### config.mk
export PLATFORM = sky130hd
export DESIGN_NAME = n25q_read_seq
export DESIGN_NICKNAME = d
export VERILOG_FILES = /design/src/rtl/n25q_read_seq_pkg.sv /design/src/rtl/n25q_read_seq_obuf.sv /design/src/rtl/n25q_read_seq.sv
export SDC_FILE = /design/constraint.sdc
export NUM_CORES = 1
export LEC_CHECK = 0
export CAP_MARGIN = 10
export CORE_UTILIZATION = 51
export DETAILED_ROUTE_END_ITERATION = 6
export PLACE_DENSITY = 0.86
export SLEW_MARGIN = 20
export SYNTH_ARGS = -nofsm -noshare
export SYNTH_HDL_FRONTEND = slang
export SYNTH_SLANG_ARGS = --single-unit
### constraint.sdc
create_clock -name ifclk -period 7.2 [get_ports ifclk]
set_input_delay 1.08 -clock ifclk [delete_from_list [all_inputs] [get_ports ifclk]]
set_output_delay 1.08 -clock ifclk [all_outputs]
set_load 0.1 [all_outputs]
### src/rtl/n25q_read_seq_pkg.sv
// Shared types and constants for the N25Q flash-read sequencer.
// TERM_* mirror the engine terminal map so this slice elaborates on its own.
package n25q_read_seq_pkg;

  localparam logic [15:0] TERM_N25Q_CTRL = 16'h0001;
  localparam logic [15:0] TERM_N25Q_DATA = 16'h0002;

  typedef enum logic [2:0] {StIdle, StSel, StCmd, StGap, StRd, StDsel} state_e;

  // Engine handshake phase: pulse, then see rdy fall, then see it rise again.
  typedef enum logic [1:0] {HsReady, HsWaitFall, HsWaitRise, HsDone} hs_e;

  function automatic logic [2:0] chunk_bytes(input logic [24:0] rem);
    return (rem >= 25'd4) ? 3'd4 : rem[2:0];
  endfunction

endpackage

### src/rtl/n25q_read_seq_obuf.sv
// One-entry output register for the word stream; holds data stable until ready.
module n25q_read_seq_obuf (
  input  logic        clk_i,
  input  logic        rst_ni,
  input  logic        push_i,
  input  logic [31:0] data_i,
  input  logic [2:0]  nbytes_i,
  input  logic        last_i,
  input  logic        ready_i,
  output logic        valid_o,
  output logic [31:0] data_o,
  output logic [2:0]  nbytes_o,
  output logic        last_o
);

  logic        valid_q, valid_d;
  logic [31:0] data_q, data_d;
  logic [2:0]  nbytes_q, nbytes_d;
  logic        last_q, last_d;

  always_comb begin
    valid_d  = valid_q;
    data_d   = data_q;
    nbytes_d = nbytes_q;
    last_d   = last_q;
    if (valid_q && ready_i) valid_d = 1'b0;
    // A push on the same cycle as a pop simply replaces the entry.
    if (push_i) begin
      valid_d  = 1'b1;
      data_d   = data_i;
      nbytes_d = nbytes_i;
      last_d   = last_i;
    end
  end

  always_ff @(posedge clk_i or negedge rst_ni) begin
    if (!rst_ni) begin
      valid_q  <= 1'b0;
      data_q   <= '0;
      nbytes_q <= '0;
      last_q   <= 1'b0;
    end else begin
      valid_q  <= valid_d;
      data_q   <= data_d;
      nbytes_q <= nbytes_d;
      last_q   <= last_d;
    end
  end

  assign valid_o  = valid_q;
  assign data_o   = data_q;
  assign nbytes_o = nbytes_q;
  assign last_o   = last_q;

endmodule

### src/rtl/n25q_read_seq.sv
// Autonomous flash-read sequencer: selects the flash, sends READ + address through the
// SPI byte engine, streams the data back as 32-bit words, then deselects.
module n25q_read_seq
  import n25q_read_seq_pkg::*;
#(
  parameter logic [31:0] CTRL_CSB_ADDR = 32'h0,
  parameter logic [31:0] CSB_HIGH_VAL  = 32'h1,
  parameter logic [7:0]  OPCODE_READ   = 8'h03
) (
  input  logic        ifclk,
  input  logic        resetb,
  input  logic        start,
  input  logic [23:0] start_addr,
  input  logic [24:0] start_len,
  input  logic        abort,
  output logic        busy,
  output logic        done,
  output logic        aborted,
  output logic [31:0] o_data,
  output logic [2:0]  o_nbytes,
  output logic        o_last,
  output logic        o_valid,
  input  logic        o_ready,
  output logic [15:0] m_term_addr,
  output logic [31:0] m_reg_addr,
  output logic        m_write_mode,
  output logic        m_write,
  output logic        m_read_mode,
  output logic        m_read_req,
  output logic        m_read,
  output logic [31:0] m_len,
  output logic [31:0] m_reg_datai,
  input  logic        m_write_rdy,
  input  logic        m_read_rdy,
  input  logic [31:0] m_reg_datao
);

  state_e      state_q, state_d;
  hs_e         hs_q, hs_d;
  logic [23:0] addr_q, addr_d;
  logic [24:0] rem_q, rem_d;
  logic        abort_q, abort_d, cut_q, cut_d;
  logic        busy_q, busy_d, done_q, done_d, aborted_q, aborted_d;
  logic [15:0] term_q, term_d;
  logic [31:0] reg_addr_q, reg_addr_d, len_q, len_d, datai_q, datai_d;
  logic        wmode_q, wmode_d, write_q, write_d, rmode_q, rmode_d, rreq_q, rreq_d;

  logic        push, push_last, abort_pend, go_dsel, wr_fire, wr_done, rdy_sel;
  logic [2:0]  push_nb;
  logic [24:0] rem_next;

  always_comb begin
    state_d = state_q;       hs_d = hs_q;           addr_d = addr_q;     rem_d = rem_q;
    abort_d = abort_q;       cut_d = cut_q;         busy_d = busy_q;     done_d = 1'b0;
    aborted_d = 1'b0;        term_d = term_q;       reg_addr_d = reg_addr_q;
    len_d = len_q;           datai_d = datai_q;     wmode_d = wmode_q;   rmode_d = rmode_q;
    write_d = 1'b0;          rreq_d = 1'b0;         push = 1'b0;         go_dsel = 1'b0;

    push_nb    = chunk_bytes(rem_q);
    rem_next   = rem_q - {22'd0, push_nb};
    abort_pend = abort_q | abort;
    push_last  = (rem_next == 25'd0) | abort_pend;
    rdy_sel    = (state_q == StRd) ? m_read_rdy : m_write_rdy;
    wr_fire    = (hs_q == HsReady) && m_write_rdy;
    wr_done    = (hs_q == HsWaitRise) && m_write_rdy;

    if (busy_q && abort) abort_d = 1'b1;
    if (hs_q == HsWaitFall && !rdy_sel) hs_d = HsWaitRise;

    unique case (state_q)
      StIdle: if (start) begin
        if (start_len == 25'd0) begin
          done_d = 1'b1;
        end else begin
          state_d = StSel;   addr_d = start_addr;   rem_d = start_len;   busy_d = 1'b1;
          abort_d = 1'b0;    cut_d = 1'b0;          hs_d = HsReady;
          term_d = TERM_N25Q_CTRL;  reg_addr_d = CTRL_CSB_ADDR;  datai_d = '0;
        end
      end
      StSel: begin
        if (wr_fire) begin write_d = 1'b1; hs_d = HsWaitFall; end
        if (wr_done) begin
          hs_d = HsReady;
          if (abort_pend) begin
            cut_d = 1'b1; go_dsel = 1'b1;
          end else begin
            state_d = StCmd;  term_d = TERM_N25Q_DATA;  reg_addr_d = '0;
            wmode_d = 1'b1;   len_d = 32'd4;
            datai_d = {addr_q[7:0], addr_q[15:8], addr_q[23:16], OPCODE_READ};
          end
        end
      end
      StCmd: begin
        if (wr_fire) begin write_d = 1'b1; hs_d = HsWaitFall; end
        if (wr_done) begin
          hs_d = HsReady;  state_d = StGap;  wmode_d = 1'b0;  datai_d = '0;  len_d = '0;
        end
      end
      // Both modes low for one cycle so the engine clears its byte counter.
      StGap: begin
        if (abort_pend) begin
          cut_d = 1'b1; go_dsel = 1'b1;
        end else begin
          state_d = StRd;  rmode_d = 1'b1;  len_d = {7'd0, rem_q};
        end
      end
      StRd: begin
        if (hs_q == HsReady && !o_valid && m_read_rdy) begin
          rreq_d = 1'b1; hs_d = HsWaitFall;
        end
        if (hs_q == HsWaitRise && m_read_rdy) begin
          push = 1'b1;  rem_d = rem_next;  len_d = {7'd0, rem_next};  hs_d = HsReady;
          if (push_last) begin
            rmode_d = 1'b0;  go_dsel = 1'b1;  cut_d = abort_pend && (rem_next != 25'd0);
          end
        end
      end
      StDsel: begin
        if (wr_fire) begin write_d = 1'b1; hs_d = HsWaitFall; end
        if (wr_done) hs_d = HsDone;
        if (hs_q == HsDone && !o_valid) begin
          state_d = StIdle;  hs_d = HsReady;  busy_d = 1'b0;  done_d = 1'b1;
          aborted_d = cut_q; term_d = TERM_N25Q_DATA;  reg_addr_d = '0;  datai_d = '0;
        end
      end
      default: state_d = StIdle;
    endcase

    if (go_dsel) begin
      state_d = StDsel;  hs_d = HsReady;  term_d = TERM_N25Q_CTRL;  reg_addr_d = CTRL_CSB_ADDR;
      datai_d = CSB_HIGH_VAL;  wmode_d = 1'b0;  rmode_d = 1'b0;  len_d = '0;
    end
  end

  always_ff @(posedge ifclk or negedge resetb) begin
    if (!resetb) begin
      state_q <= StIdle;  hs_q <= HsReady;  addr_q <= '0;  rem_q <= '0;
      abort_q <= 1'b0;    cut_q <= 1'b0;    busy_q <= 1'b0; done_q <= 1'b0;
      aborted_q <= 1'b0;  term_q <= TERM_N25Q_DATA;  reg_addr_q <= '0;  len_q <= '0;
      datai_q <= '0;      wmode_q <= 1'b0;  write_q <= 1'b0;  rmode_q <= 1'b0;  rreq_q <= 1'b0;
    end else begin
      state_q <= state_d;  hs_q <= hs_d;  addr_q <= addr_d;  rem_q <= rem_d;
      abort_q <= abort_d;  cut_q <= cut_d;  busy_q <= busy_d;  done_q <= done_d;
      aborted_q <= aborted_d;  term_q <= term_d;  reg_addr_q <= reg_addr_d;  len_q <= len_d;
      datai_q <= datai_d;  wmode_q <= wmode_d;  write_q <= write_d;  rmode_q <= rmode_d;
      rreq_q <= rreq_d;
    end
  end

  n25q_read_seq_obuf u_obuf (
    .clk_i    (ifclk),
    .rst_ni   (resetb),
    .push_i   (push),
    .data_i   (m_reg_datao),
    .nbytes_i (push_nb),
    .last_i   (push_last),
    .ready_i  (o_ready),
    .valid_o  (o_valid),
    .data_o   (o_data),
    .nbytes_o (o_nbytes),
    .last_o   (o_last)
  );

  assign busy         = busy_q;
  assign done         = done_q;
  assign aborted      = aborted_q;
  assign m_term_addr  = term_q;
  assign m_reg_addr   = reg_addr_q;
  assign m_write_mode = wmode_q;
  assign m_write      = write_q;
  assign m_read_mode  = rmode_q;
  assign m_read_req   = rreq_q;
  assign m_read       = 1'b0;
  assign m_len        = len_q;
  assign m_reg_datai  = datai_q;

endmodule

==> results of run 1 <==
[flip-flops by register name, indices dropped and copies added, names as in the netlist, 2 cells and up]
| name | count |
|---|---|
| rem_q | 25 |
| state_q | 3 |
| u_obuf.nbytes_o | 3 |
| hs_q | 2 |
| m_reg_datai | 26 |
| m_len | 25 |
| m_term_addr | 2 |
| u_obuf.data_o | 32 |
| addr_q | 24 |
[metrics by stage]
step	hold slack, ns	util, %	instances	setup WS, ns	area (um^2)
floorplan	0.454	-	915	3.44	8100
global placement	0.450	63.1	1180	2.78	9560
detailed placement	0.462	63.1	1180	2.65	9560
CTS	0.477	66.8	1211	2.61	10100
global route	0.495	66.9	1211	2.20	10100
finish	0.473	66.9	1211	2.52	10100
[final timing paths]
kind                                                 end  slack (ns)                          start  cells after the start
max reg2reg                        m_len[17]$_DFFE_PN0P_        2.52          rem_q[21]$_DFFE_PN0P_                     12
max in group asynchronous         state_q[2]$_DFFE_PN0P_        5.37                         resetb                      2
max                                m_len[17]$_DFFE_PN0P_        2.52          rem_q[21]$_DFFE_PN0P_                     12
min reg2reg                u_obuf.data_o[20]$_DFFE_PN0P_        0.47  u_obuf.data_o[20]$_DFFE_PN0P_                      2
min                        u_obuf.data_o[20]$_DFFE_PN0P_        0.47  u_obuf.data_o[20]$_DFFE_PN0P_                      2
min in group asynchronous          m_len[10]$_DFFE_PN0P_        0.64                         resetb                      1
[cell usage after synthesis, types with 3 or more instances]
cell type	number	share of area [%]
sky130_fd_sc_hd__o22a_1	3	0.33
sky130_fd_sc_hd__a22o_2	5	0.64
sky130_fd_sc_hd__a22o_1	23	2.6
sky130_fd_sc_hd__or3_1	6	0.48
sky130_fd_sc_hd__inv_1	11	0.52
sky130_fd_sc_hd__a21oi_1	46	2.9
sky130_fd_sc_hd__nor2b_1	5	0.40
sky130_fd_sc_hd__buf_4	61	5.8
sky130_fd_sc_hd__xor2_1	3	0.33
sky130_fd_sc_hd__nor2_1	62	3.0
sky130_fd_sc_hd__a31oi_1	9	0.71
sky130_fd_sc_hd__and3_1	6	0.48
sky130_fd_sc_hd__o211ai_1	3	0.29
sky130_fd_sc_hd__or4_1	3	0.29
sky130_fd_sc_hd__o21ai_0	84	5.3
sky130_fd_sc_hd__dfrtp_1	152	48
sky130_fd_sc_hd__nand4_1	4	0.32
sky130_fd_sc_hd__buf_1	4	0.19
sky130_fd_sc_hd__nand2_1	163	7.8
sky130_fd_sc_hd__nor4_4	3	0.81
sky130_fd_sc_hd__o31ai_1	3	0.29
sky130_fd_sc_hd__a22oi_1	6	0.57
sky130_fd_sc_hd__nor3_1	17	1.1
sky130_fd_sc_hd__nor4_1	21	1.7
sky130_fd_sc_hd__buf_6	5	0.71
sky130_fd_sc_hd__o21a_1	4	0.38
sky130_fd_sc_hd__buf_2	3	0.19
sky130_fd_sc_hd__nand3_1	14	0.89
sky130_fd_sc_hd__mux2_2	24	3.4
sky130_fd_sc_hd__clkbuf_1	42	2.0
sky130_fd_sc_hd__xnor2_1	3	0.33
sky130_fd_sc_hd__and2_1	3	0.24
[power breakdown]
part	switching, mW	internal, mW
logic	1.56	0.598
registers	0.299	1.12
clock network	0.373	0.483
[logic make-up (layout without fill, tap and decap cells)]
group / Yosys count / in the layout
AND/OR/NAND/NOR: 319 / 319
AO/OA/AOI/OAI: 219 / 219
flip-flops: 153 / 153
buffers and inverters: 126 / 234
multiplexers: 26 / 26
XOR/XNOR: 7 / 7
adder cells (fa/ha/maj): 3 / 3
other: 2 / 62
[layout make-up]
type	instances	area [um^2]	share of cell area, %
Clock buffer	18	429	4.24
Clock inverter	13	135	1.33
Inverter	11	41.3	0.408
Multi-Input combinational cell	636	3550	35.1
Sequential cell	153	3830	37.8
Tap cell	188	235	2.32
Timing Repair Buffer	192	1910	18.8
[layout by cell type, fill, tap and decap left out, types with 20 or more instances in the layout]
| cell type | n |
|---|---|
| sky130_fd_sc_hd__nor4_1 | 20 |
| sky130_fd_sc_hd__clkdlybuf4s50_1 | 183 |
| sky130_fd_sc_hd__nand2_1 | 161 |
| sky130_fd_sc_hd__mux2_2 | 24 |
| sky130_fd_sc_hd__conb_1 | 62 |
| sky130_fd_sc_hd__nor2_1 | 61 |
| sky130_fd_sc_hd__a21oi_1 | 45 |
| sky130_fd_sc_hd__a22o_1 | 23 |
| sky130_fd_sc_hd__dfrtp_1 | 152 |
| sky130_fd_sc_hd__o21ai_0 | 84 |
[per-layer routing]
layer | share of wire, % | track usage, %
met3 | 8.3 | 6.03
met1 | 43 | 36.0
met5 | 0 | 0
met2 | 45 | 39.7
met4 | 3.8 | 13.0
[worst register-to-register path: stages, from the launching register on]
cell and delay (ns):
sky130_fd_sc_hd__dfrtp_1 0.45, sky130_fd_sc_hd__or4_1 0.69, sky130_fd_sc_hd__nor4_4 0.44, sky130_fd_sc_hd__nand3_1 0.17, sky130_fd_sc_hd__nand2_1 0.14, sky130_fd_sc_hd__ha_1 0.28, sky130_fd_sc_hd__nor4_1 0.20, sky130_fd_sc_hd__nand4_1 0.12
sky130_fd_sc_hd__a2111oi_0 0.43, sky130_fd_sc_hd__nand4_1 0.21, sky130_fd_sc_hd__nor4_4 0.47, sky130_fd_sc_hd__a2111o_1 0.68, sky130_fd_sc_hd__o21ai_0 0.23
==> impl_summary.log, run 1 <==
INFO  metric run_status = finished clean
INFO  metric n_antenna_cell = 0
INFO  metric worst-path-max-fanout = 21
INFO  metric worst-path-buf-inv = 0
INFO  metric antenna_violating_nets_post_route = 0
INFO  metric synthesized_netlist_cell_count = roughly 860
INFO  metric dieHeight = 126 um
INFO  metric area.growth.synth_to_final = 28.6%
INFO  metric synth_edf_count = 0
INFO  metric critical_path.cell_chain = or4_1 > nor4_4 > nand3_1 > nand2_1 > ha_1 > nor4_1 > nand4_1 > a2111oi_0 > nand4_1 > nor4_4 > a2111o_1 > o21ai_0
INFO  metric synth_compound_gate_area_share = 18.2%
INFO  metric critical_path.slowest_cell = sky130_fd_sc_hd__or4_1
INFO  metric final_period_minus_worst_setup_slack = 4.68 ns
INFO  metric period_share = around two thirds
INFO  metric grt_pass1_vias = about 6300
INFO  metric timing.setup.tns = 0 ns
INFO  metric post_synth.cell_area_avg = between 9 and 10 um^2
INFO  metric overflow = 0
INFO  metric power.density = ~440 nW/um^2
INFO  metric synth.lib_cells_used.distinct = between 70 and 80
INFO  metric post-layout-total-power = approximately 4.4 mW
INFO  metric post_synth_xor_area_fraction = 0.873%
INFO  metric worst_setup_path_type = flip-flop to flip-flop
INFO  metric final_net_count = 1101
INFO  metric numCtsBuffers = 17
INFO  metric tritoncts_clock_tree = built
INFO  metric n_fill_cell = 1221
INFO  metric initial_core_util = 52.0%
INFO  metric arrival = 4.94 ns
INFO  metric finalHoldViolations = 0
INFO  metric slew_headroom = 29.4%
INFO  metric max_clock_freq = 214 MHz
INFO  metric design.die.area = 15900 um^2
INFO  metric setup-violations-final = 0
INFO  metric synth.cell_area = 7880 um^2
INFO  metric slew_viol_final = 0
INFO  metric crit_path_max_incr_delay = 0.69 ns
INFO  metric routed_wl = 20700 um
INFO  metric delay_heaviest_family_cp = simple AND/OR/NAND/NOR gates
INFO  metric drv.max_cap_violation_count = 0
INFO  metric synth_top_family_by_area = simple AND/OR/NAND/NOR gates
INFO  metric max-clock-path-buffers = 2
INFO  metric chip_width = 126 um
INFO  metric p_leak = 4.42 nW
INFO  metric transition_time_at_the_pin_with_the_least_slew_margin = 1.06 ns
INFO  metric rsz0062_at_grt = no
INFO  metric number_of_antenna_violations_at_the_first_check_in_global_routing = 0
INFO  metric row_count = 45
INFO  metric avgRoutedWirePerCell = 17.1 um
INFO  metric final_layout_size_suffix_gt1_share = 9.09%
INFO  metric clk_transition_reported_paths = ~0.070 ns
INFO  metric pin_count = 245
INFO  metric ys.warnings.count = 0
INFO  metric area_share_of_fa_ha_maj_cells_after_synthesis = less than 1%
INFO  metric via_per_inst = approximately 5.7
INFO  metric synth_flop_cell = sky130_fd_sc_hd__dfrtp_1
INFO  metric post_cts_hold_buffer_count = 0
INFO  metric hpwl = approximately 14000 um
INFO  metric clock-root-buffer = sky130_fd_sc_hd__clkbuf_16
INFO  metric asyncSetResetFlopFracSynth = 100%
INFO  metric core_area = 15100 um^2
INFO  metric detail_route.drc_violations = 0
INFO  metric cp.required = 7.46 ns
INFO  metric fraction_of_the_yosys_area_taken_by_sequential_cells = 48.6%
INFO  metric finalWeightedCongestion = 0.938
INFO  metric irDropWorstVdd = 0.280 mV
INFO  metric grt_usage = a little over a quarter
INFO  metric fin_skew = 0.0132 ns
INFO  metric worstHoldPathType = flip-flop to flip-flop
INFO  metric drt_iter0_drc = a little under 800
INFO  metric clock_sinks = 153
INFO  metric largest_net_degree_at_the_start_of_global_routing = between 80 and 90
INFO  metric port-buffer-count = 184
INFO  metric cts-htree-levels = 4
INFO  metric yosys_register_bits = approximately 150
INFO  metric cts.repair_timing.setup_buffer_count = 0
INFO  metric dr_total_vias = 6875
INFO  metric element_type_at_the_critical_path_start = flip-flop
INFO  metric insertion_delay = around 0.43 ns
INFO  metric crit_path_end_kind = flip-flop
INFO  metric multiplexer_share_of_the_synthesized_area = around 3.7%
INFO  metric grt_pass1_wl = 33000 um
INFO  metric detailedRoute.firstPassIterationCount = 6
INFO  metric post_synth_and_or_nand_nor_area_fraction = 18.6%
INFO  metric postCtsResizedCells = 0
Power figures use the tool's default switching activity.
==> run 2: changes to the inputs <==
--- a/config.mk
+++ b/config.mk
@@ -6,9 +6,9 @@
 export NUM_CORES = 1
 export LEC_CHECK = 0
 export CAP_MARGIN = 10
-export CORE_UTILIZATION = 51
+export CORE_UTILIZATION = 47
 export DETAILED_ROUTE_END_ITERATION = 6
-export PLACE_DENSITY = 0.86
+export PLACE_DENSITY = 0.81
 export SLEW_MARGIN = 20
 export SYNTH_ARGS = -nofsm -noshare
 export SYNTH_HDL_FRONTEND = slang
==> constraint.sdc (replaced) <==
create_clock -name ifclk -period 4.35 [get_ports ifclk]
set_input_delay 0.6525 -clock ifclk [delete_from_list [all_inputs] [get_ports ifclk]]
set_output_delay 0.6525 -clock ifclk [all_outputs]
set_load 0.1 [all_outputs]
==> impl_summary.log, run 2 (synthesis gave the netlist of run 1 again) <==
INFO  metric insertion_delay = 0.44 ns (about the same)
INFO  metric max_ffs_per_register = 32 (unchanged)
INFO  metric placedCellCount = 1218 (+3.2%)
INFO  metric drt_iter0_drc = 604 (-22%)
INFO  metric transition_time_at_the_pin_with_the_least_slew_margin = 1.03 ns (-0.0238 ns)
INFO  metric area.growth.synth_to_final = 30.2%
INFO  metric grt.met2_usage = 38.1% (-1.6 points)
INFO  metric hpwl = 14700 um (+3.5%)
INFO  metric final_layout_size_suffix_gt1_share = 9.86% (+0.77 points)
INFO  metric worst_r2r_setup_slack = 0.34 ns (-2.18 ns)
INFO  metric via_per_inst = 5.53 (-2.6%)
INFO  metric critical_path.slowest_cell = sky130_fd_sc_hd__or4_1
INFO  metric final_net_count = 1111 (+0.91%)
INFO  metric crit_path_end_kind = flip-flop
INFO  metric numCtsBuffers = 17 (unchanged)
INFO  metric capturing_element_of_the_worst_setup_path = m_reg_datai[20]$_DFFE_PN0P_
INFO  metric post-route-util = 63.7% (-3.2 points)
INFO  metric cts.repair_timing.setup_buffer_count = 0 (unchanged)
INFO  metric n_antenna_cell = 0 (unchanged)
INFO  metric drv.max_cap_violation_count = 0 (unchanged)
INFO  metric number_of_antenna_violations_at_the_first_check_in_global_routing = 0 (unchanged)
INFO  metric rsz0062_at_grt = no
INFO  metric detailedRoute.firstPassIterationCount = 6 (unchanged)
INFO  metric crit_path_max_incr_delay = 0.69 ns (about the same)
INFO  metric cts-htree-levels = 4 (unchanged)
INFO  metric r2r_cells = 12 (unchanged)
INFO  metric n_fill_cell = 1340 (+9.7%)
INFO  metric period_share = 92.3% (+27 points)
INFO  metric timing.setup.tns = 0 ns (unchanged)
INFO  metric post-place-ws = 0.353 ns (-2.29 ns)
INFO  metric worst-path-max-fanout = 25 (+19%)
INFO  metric row_count = 46 (+2.2%)
INFO  metric power.density = 719 nW/um^2 (+64%)
INFO  metric final.hold.worst_slack = 0.342 ns (-0.131 ns)
INFO  metric clk_transition_reported_paths = 0.06 ns (about the same)
INFO  metric worst_r2r_startpoint = rem_q[21]$_DFFE_PN0P_
INFO  metric detail_route.drc_violations = 0 (unchanged)
INFO  metric final_cell_count_no_fill = 1250 (+3.2%)
INFO  metric grt_pass1_vias = 6433 (+2.0%)
INFO  metric critical_path.cell_chain = or4_1 > nor4_4 > nand3_1 > nand2_1 > ha_1 > nor4_1 > nand4_1 > a2111oi_0 > nand4_1 > nor4_4 > o311ai_4 > a22o_2
INFO  metric p_leak = 4.48 nW (+1.2%)
INFO  metric element_type_at_the_critical_path_start = flip-flop
INFO  metric tritoncts_clock_tree = built
INFO  metric largest_net_degree_at_the_start_of_global_routing = 104 (+22%)
INFO  metric fin_skew = 0.0128 ns (-0.000349 ns)
INFO  metric clock_sinks = 153 (unchanged)
INFO  metric worstHoldPathType = primary input to async pin
INFO  metric port-buffer-count = 184 (unchanged)
INFO  metric slew_viol_final = 0 (unchanged)
INFO  metric global_route_hottest_layer = met2
INFO  metric initial_core_util = 48.9% (-3.1 points)
INFO  metric run_status = finished clean
INFO  metric design.die.area = 17300 um^2 (+8.4%)
INFO  metric postCtsResizedCells = 0 (unchanged)
INFO  metric final_period_minus_worst_setup_slack = 4.01 ns (-0.668 ns)
INFO  metric max-clock-path-buffers = 2 (unchanged)
INFO  metric dr_total_vias = 6909 (+0.49%)
INFO  metric mostFrequentLayoutCells = sky130_fd_sc_hd__clkdlybuf4s50_1, sky130_fd_sc_hd__nand2_1, sky130_fd_sc_hd__dfrtp_1
INFO  metric avgRoutedWirePerCell = 16.8 um (-1.5%)
INFO  metric arrival = 4.33 ns (-0.61 ns)
INFO  metric grt_pass1_wl = 34000 um (+3.0%)
INFO  metric routed_wl = 21000 um (+1.7%)
INFO  metric mostFrequentLayoutCell = sky130_fd_sc_hd__clkdlybuf4s50_1
INFO  metric grt_usage = 24.8% (-1.5 points)
INFO  metric clock-root-buffer = sky130_fd_sc_hd__clkbuf_16
INFO  metric grt_use_met3 = 6.02% (-0.013 points)
INFO  metric chip_width = 131 um (+4.1%)
INFO  metric dieHeight = 131 um (+4.1%)
INFO  metric antenna_violating_nets_post_route = 0 (unchanged)
INFO  metric slew_headroom = 31.0% (+1.6 points)
INFO  metric pin_count = 245 (unchanged)
INFO  metric max_clock_freq = 249 MHz (+17%)
INFO  metric worst_slack = 0.335 ns (-2.18 ns)
INFO  metric setup-violations-final = 0 (unchanged)
INFO  metric critPathLaunch = rem_q[21]$_DFFE_PN0P_
INFO  metric finalHoldViolations = 0 (unchanged)
INFO  metric overflow = 0 (unchanged)
INFO  metric worst_setup_path_type = flip-flop to flip-flop
INFO  metric cp.required = 4.66 ns (-2.80 ns)
INFO  metric core_area = 16100 um^2 (+6.4%)
INFO  metric post_cts_hold_buffer_count = 0 (unchanged)
INFO  metric irDropWorstVdd = 0.439 mV (+57%)
INFO  metric rr_endpoint = m_reg_datai[20]$_DFFE_PN0P_
INFO  metric finalWeightedCongestion = 0.919 (-2.1%)
INFO  metric grtUsageMet1 = 33.7% (-2.3 points)
## run 2: cell types whose count changed in the layout (fill, tap and decap cells not counted), moves of 2 or more
cell / previous run / this run
sky130_fd_sc_hd__buf_4: 7 / 17
sky130_fd_sc_hd__clkinv_4: 4 / 1
sky130_fd_sc_hd__nand2_1: 161 / 163
sky130_fd_sc_hd__nand2_2: 2 / 0
## run 2: worst min-delay path by stage
stage / from / to / cells after the start
2_1_floorplan: resetb / abort_q$_DFF_PN0_ / 0
3_3_place_gp: u_obuf.nbytes_o[0]$_DFFE_PN0P_ / u_obuf.nbytes_o[0]$_DFFE_PN0P_ / 2
3_5_place_dp: u_obuf.data_o[7]$_DFFE_PN0P_ / u_obuf.data_o[7]$_DFFE_PN0P_ / 2
4_1_cts: resetb / m_len[7]$_DFFE_PN0P_ / 1
5_1_grt: resetb / m_len[7]$_DFFE_PN0P_ / 1
6_report: resetb / m_len[7]$_DFFE_PN0P_ / 1
## run 2: where the power goes
group / leakage [nW] / switching (mW) / internal, mW
Clock: 0.274 / 0.627 / 0.816
Sequential: 1.99 / 0.481 / 1.86
Combinational: 2.21 / 2.59 / 1.01
Total: 4.48 / 3.69 / 3.69
## run 2: area by class of cell
| type | count | area [um^2] | share of cell area (%) |
|---|---|---|---|
| clock buffer | 19 | 443 | 4.32 |
| clock inverter | 13 | 130 | 1.27 |
| inverter | 11 | 41.3 | 0.402 |
| multi-input combinational | 636 | 3550 | 34.6 |
| sequential | 153 | 3830 | 37.3 |
| tap | 216 | 270 | 2.63 |
| timing repair buffer | 202 | 1990 | 19.4 |
## run 2: metal layers
metal	wire length, um	vias up
met2	9720	362
met1	9120	3289
met3	1650	37
met4	551	0
met5	0	-
li1	-	3221
## run 2: stage by stage
step                      power [mW]  area, um^2
final                           7.38       10300
after global routing            7.74       10300
after CTS                       7.39       10300
after detailed placement        5.92        9690
after global placement          5.87        9690
after floorplan                 5.10        8100
## run 2: worst max-delay path: cells and delay by family, from the launching register on
family	cells	cell delay, ns
fa+ha+maj	1	0.28
compound gates	3	1.11
flops	1	0.46
simple gates	8	2.04
==> variant 1: new RTL, config.mk and constraints of run 2 <==
Encoding of `hs_e`: now Gray code (2 bits for 4 values).
--- a/src/rtl/n25q_read_seq_pkg.sv
+++ b/src/rtl/n25q_read_seq_pkg.sv
@@ -10,3 +10,3 @@
   // Engine handshake phase: pulse, then see rdy fall, then see it rise again.
-  typedef enum logic [1:0] {HsReady, HsWaitFall, HsWaitRise, HsDone} hs_e;
+  typedef enum logic [1:0] {HsReady = 2'b00, HsWaitFall = 2'b01, HsWaitRise = 2'b11, HsDone = 2'b10} hs_e;
 
Function: no difference found for any inputs over 4 cycles, from zero or initial values and one cycle with resetb low; so few cycles prove little.
==> variant 1 against run 2 <==
  * Design area rose by 6.0%
  * Area after synthesis grew 7.1%
  * Wire length up 17%
  * Sequential cell count stayed put
  * First-iteration DRC count up 16%
  * Non-clock buffer count is 6 higher
  * Setup slack improved by 0.39 ns
  * Power rose by 25%
  * Sequential power is 6% higher
  * Critical path type unchanged
  * Largest cell class is now multi-input combinational cells
==> variant 1: results <==
set metrics [dict create \
    fillers 1492 \
    grt_util_met1 0.384 \
    ys.flop_type "dfrtp_1" \
    grt_usage 0.274 \
    drive_gt1_frac 0.0843 \
    use_met2 0.414 \
    cp_slowest_cell "dfrtp_1" \
    clk_share 0.0576 \
    synth-compound-area-share 0.186 \
    dieArea_sq_mm 0.0185 \
    synthDistinctLibCells 71 \
    sh_seq_area 0.352 \
    grt_pass1_vias 7166 \
    ys_top_cells_by_area "dfrtp_1, nand2_1, buf_4" \
    synthAdderAreaFrac 0.00415 \
    gp_congestion 0.949 \
    grt_use_met3 0.0608 \
    yosysSeqAreaShare 0.454 \
    pre_cts_slack_ns 0.739 \
    worst_pin_slew_ns 1.08 \
    grt_max_degree 92 \
    critPathMaxStageDelay_ns 0.50 \
    grt_pass1_wl_um 38900 \
    drt-pass1-iter-count 5 \
    route.met3.wl_um 2200 \
    fin_nets 1251 \
    status "finished, final reports clean" \
    bufAreaShareNonClock 0.186 \
    signal_buffers 208 \
    portBuffers 184 \
    post-cts-setup-buffer-count 0 \
    wl_met1_um 10700 \
    clock_path_buffers 2 \
    leakage_nw 4.98 \
    fin_skew_ns 0.00837 \
    drtIter0Drc 702 \
    vdd_drop_max_mv 0.622 \
    n_clock_buffer 18 \
    inverters_excl_clock 12 \
    placed_area_sq_mm 0.0102 \
    hpwlAfterDp_um 17300 \
    num_antenna_cells 0 \
    fin_ws_ns 0.721 \
    multi_input_area_sq_mm 0.00407 \
    nMultiInputCombCells 769 \
    cts_made_buffers 17 \
    clock_latency_ns 0.43 \
    yosys-top-cells-count "nand2_1, dfrtp_1, a21oi_1" \
    seq_cells 153 \
    yosysWarnings 0 \
    yosys-mux-area-fraction 0.00356 \
    antenna_found_initial 0 \
    post_cts_resized 0 \
    largest_reg_flops 32 \
    cp_top_family "simple AND/OR/NAND/NOR gates" \
    route.met2.wl_um 11200 \
    synth_xor_area_frac 0.0132 \
    via_count 7757 \
    wl_um 24700 \
    critPathArrivalTime_ns 3.92 \
]
==> variant 1: cell count changes after synthesis, moves of 12 or more <==
| cell | change |
|---|---|
| nor2_1 | -16 |
| a22o_1 | -12 |
| mux2_2 | -24 |
| o21ai_0 | -32 |
| a21oi_1 | +41 |
| nor4_1 | -12 |
| and3_1 | +26 |
| nand3_1 | +29 |
| o211ai_2 | +20 |
| nand2_1 | +104 |
==> variant 1: cells by family (layout without fill, tap and decap cells) <==
| group | count (synthesis) | after routing |
|---|---|---|
| mux | 3 | 3 |
| other cells | 2 | 62 |
| fa+ha+maj | 3 | 3 |
| buf+inv | 135 | 252 |
| simple gates | 457 | 457 |
| xor+xnor | 11 | 11 |
| compound gates | 233 | 233 |
| flops | 153 | 153 |
==> variant 1: final timing paths <==
check                                        from                 end  slack, ns  cells past startpoint
max in group asynchronous                  resetb  u_obuf.nbytes_o[2]       3.08                      2
worst max-delay path                     rem_q[3]     m_reg_datai[22]       0.72                     12
worst max register to register           rem_q[3]     m_reg_datai[22]       0.72                     12
min in group ifclk              u_obuf.data_o[24]   u_obuf.data_o[24]       0.47                      2
worst min register to register  u_obuf.data_o[24]   u_obuf.data_o[24]       0.47                      2
worst min-delay path                       resetb           m_len[15]       0.30                      1
==> variant 1: report_power, final <==
group	total (mW)	leakage (nW)	switching (mW)	internal, mW
Clock	1.59	0.301	0.621	0.965
Sequential	2.49	1.99	0.537	1.95
Combinational	5.12	2.68	3.81	1.31
Total	9.19	4.98	4.97	4.23
==> variant 1: through the flow <==
step	std cells	util	total power, mW
2_1_floorplan	1057	-	6.29
3_3_place_gp	1367	0.589	7.50
3_5_place_dp	1367	0.589	7.58
4_1_cts	1399	0.624	9.19
5_1_grt	1399	0.624	9.66
6_report	1399	0.624	9.19
==> variant 2: new RTL, flow settings as in run 2 <==
Without the edit above. Reset style: synchronous (`resetb` and `rst_ni`), changed in 2 clocked blocks.
--- a/src/rtl/n25q_read_seq_obuf.sv
+++ b/src/rtl/n25q_read_seq_obuf.sv
@@ -35,3 +35,3 @@
 
-  always_ff @(posedge clk_i or negedge rst_ni) begin
+  always_ff @(posedge clk_i) begin
     if (!rst_ni) begin
--- a/src/rtl/n25q_read_seq.sv
+++ b/src/rtl/n25q_read_seq.sv
@@ -134,3 +134,3 @@
 
-  always_ff @(posedge ifclk or negedge resetb) begin
+  always_ff @(posedge ifclk) begin
     if (!resetb) begin
Behaviour: differs if resetb is asserted again (counterexample within 4 cycles, from zero or initial values and one cycle with resetb low); with resetb held inactive, the same outputs for 4 cycles.
==> variant 2 against run 2 <==
  * Final cell count rose by 11%
  * Wire length rose by 5.3%
  * Setup slack improved by 0.035 ns
  * Area after synthesis fell by 1.4%
  * Clock skew fell by 0.0010 ns
  * Die area fell by 1.3%
  * Power fell by 27%
  * Sequential cell count did not move
  * Utilization rose by 0.051 points
  * Design area fell by 0.63%
  * Via count rose by 8.4%
==> variant 2: results <==
set metrics [dict create \
    status "finished, final reports clean" \
    grt_max_degree 55 \
    fin_cells 1383 \
    inverters_excl_clock 2 \
    yosysSeqAreaShare 0.394 \
    yosys-top-cells-count "nand2_1, dfxtp_1, nor2_1" \
    grt_use_met3 0.0631 \
    r2r_cells 13 \
    drt-pass1-iter-count 5 \
    areaGrowthSynthToFinish_pct 31.2 \
    fin_nets 1244 \
    seq_cells 153 \
    fin_skew_ns 0.0118 \
    grt_util_met1 0.330 \
    clk_share 0.0599 \
    drtIter0Drc 443 \
    nMultiInputCombCells 772 \
    period_minus_slack_ns 3.98 \
    swShare 0.421 \
    critPathMaxStageDelay_ns 0.58 \
    bufAreaShareNonClock 0.203 \
    multi_input_area_sq_mm 0.00418 \
    leakage_nw 3.81 \
    synth-async-reset-ratio 0 \
    gp_congestion 0.934 \
    critPathArrivalTime_ns 4.29 \
    ys.flop_type "dfxtp_1" \
    r2r_start "rem_q[15]" \
    vdd_drop_max_mv 0.348 \
    wl_met1_um 9550 \
    worst_pin_slew_ns 1.02 \
    place_inst 1350 \
    cp_max_fo 24 \
    drive_gt1_frac 0.0985 \
    sh_seq_area 0.300 \
    ys_top_cells_by_area "dfxtp_1, nand2_1, a21oi_1" \
    wl_um 22200 \
    via_count 7491 \
    rrSetupSlack_ns 0.37 \
    synthDistinctLibCells 68 \
    hpwlAfterDp_um 15300 \
    synth_area_per_cell_sq_um 7.76 \
    fillers 1470 \
    placed_area_sq_mm 0.00955 \
    route.met2.wl_um 10200 \
    cp-endpoint "hs_q[1]" \
    route.met3.wl_um 1720 \
    grt_usage 0.256 \
    signal_buffers 208 \
]
[variant 2: changes by cell type after synthesis, sizes merged, moves of 13 or more]
cell,before,now
dfxtp,0,153
mux2i,2,29
mux2,24,1
dfrtp,152,0
a21oi,46,110
clkbuf,42,62
o21ai,84,51
or2,2,25
nand2,163,178
nor4,26,13
nor2,63,107
a22oi,6,20
a22o,28,3
[variant 2: power by group through the flow]
stage	combinational, mW	sequential [mW]	clock (mW)
3_3_place_gp	2.09	1.72	0
6_report	2.15	1.70	1.52
3_5_place_dp	2.11	1.72	0
2_1_floorplan	1.49	1.85	0
4_1_cts	2.11	1.69	1.55
5_1_grt	2.32	1.73	1.60
[variant 2: kinds of logic after synthesis]
kind of cell	count (synthesis)	synth area share
multiplexers	30	0.0388
AO/OA/AOI/OAI	246	0.204
XOR/XNOR	10	0.0113
AND/OR/NAND/NOR	422	0.247
adder cells (fa/ha/maj)	2	0.00322
other	2	0.000966
buffers and inverters	137	0.100
flip-flops	153	0.394
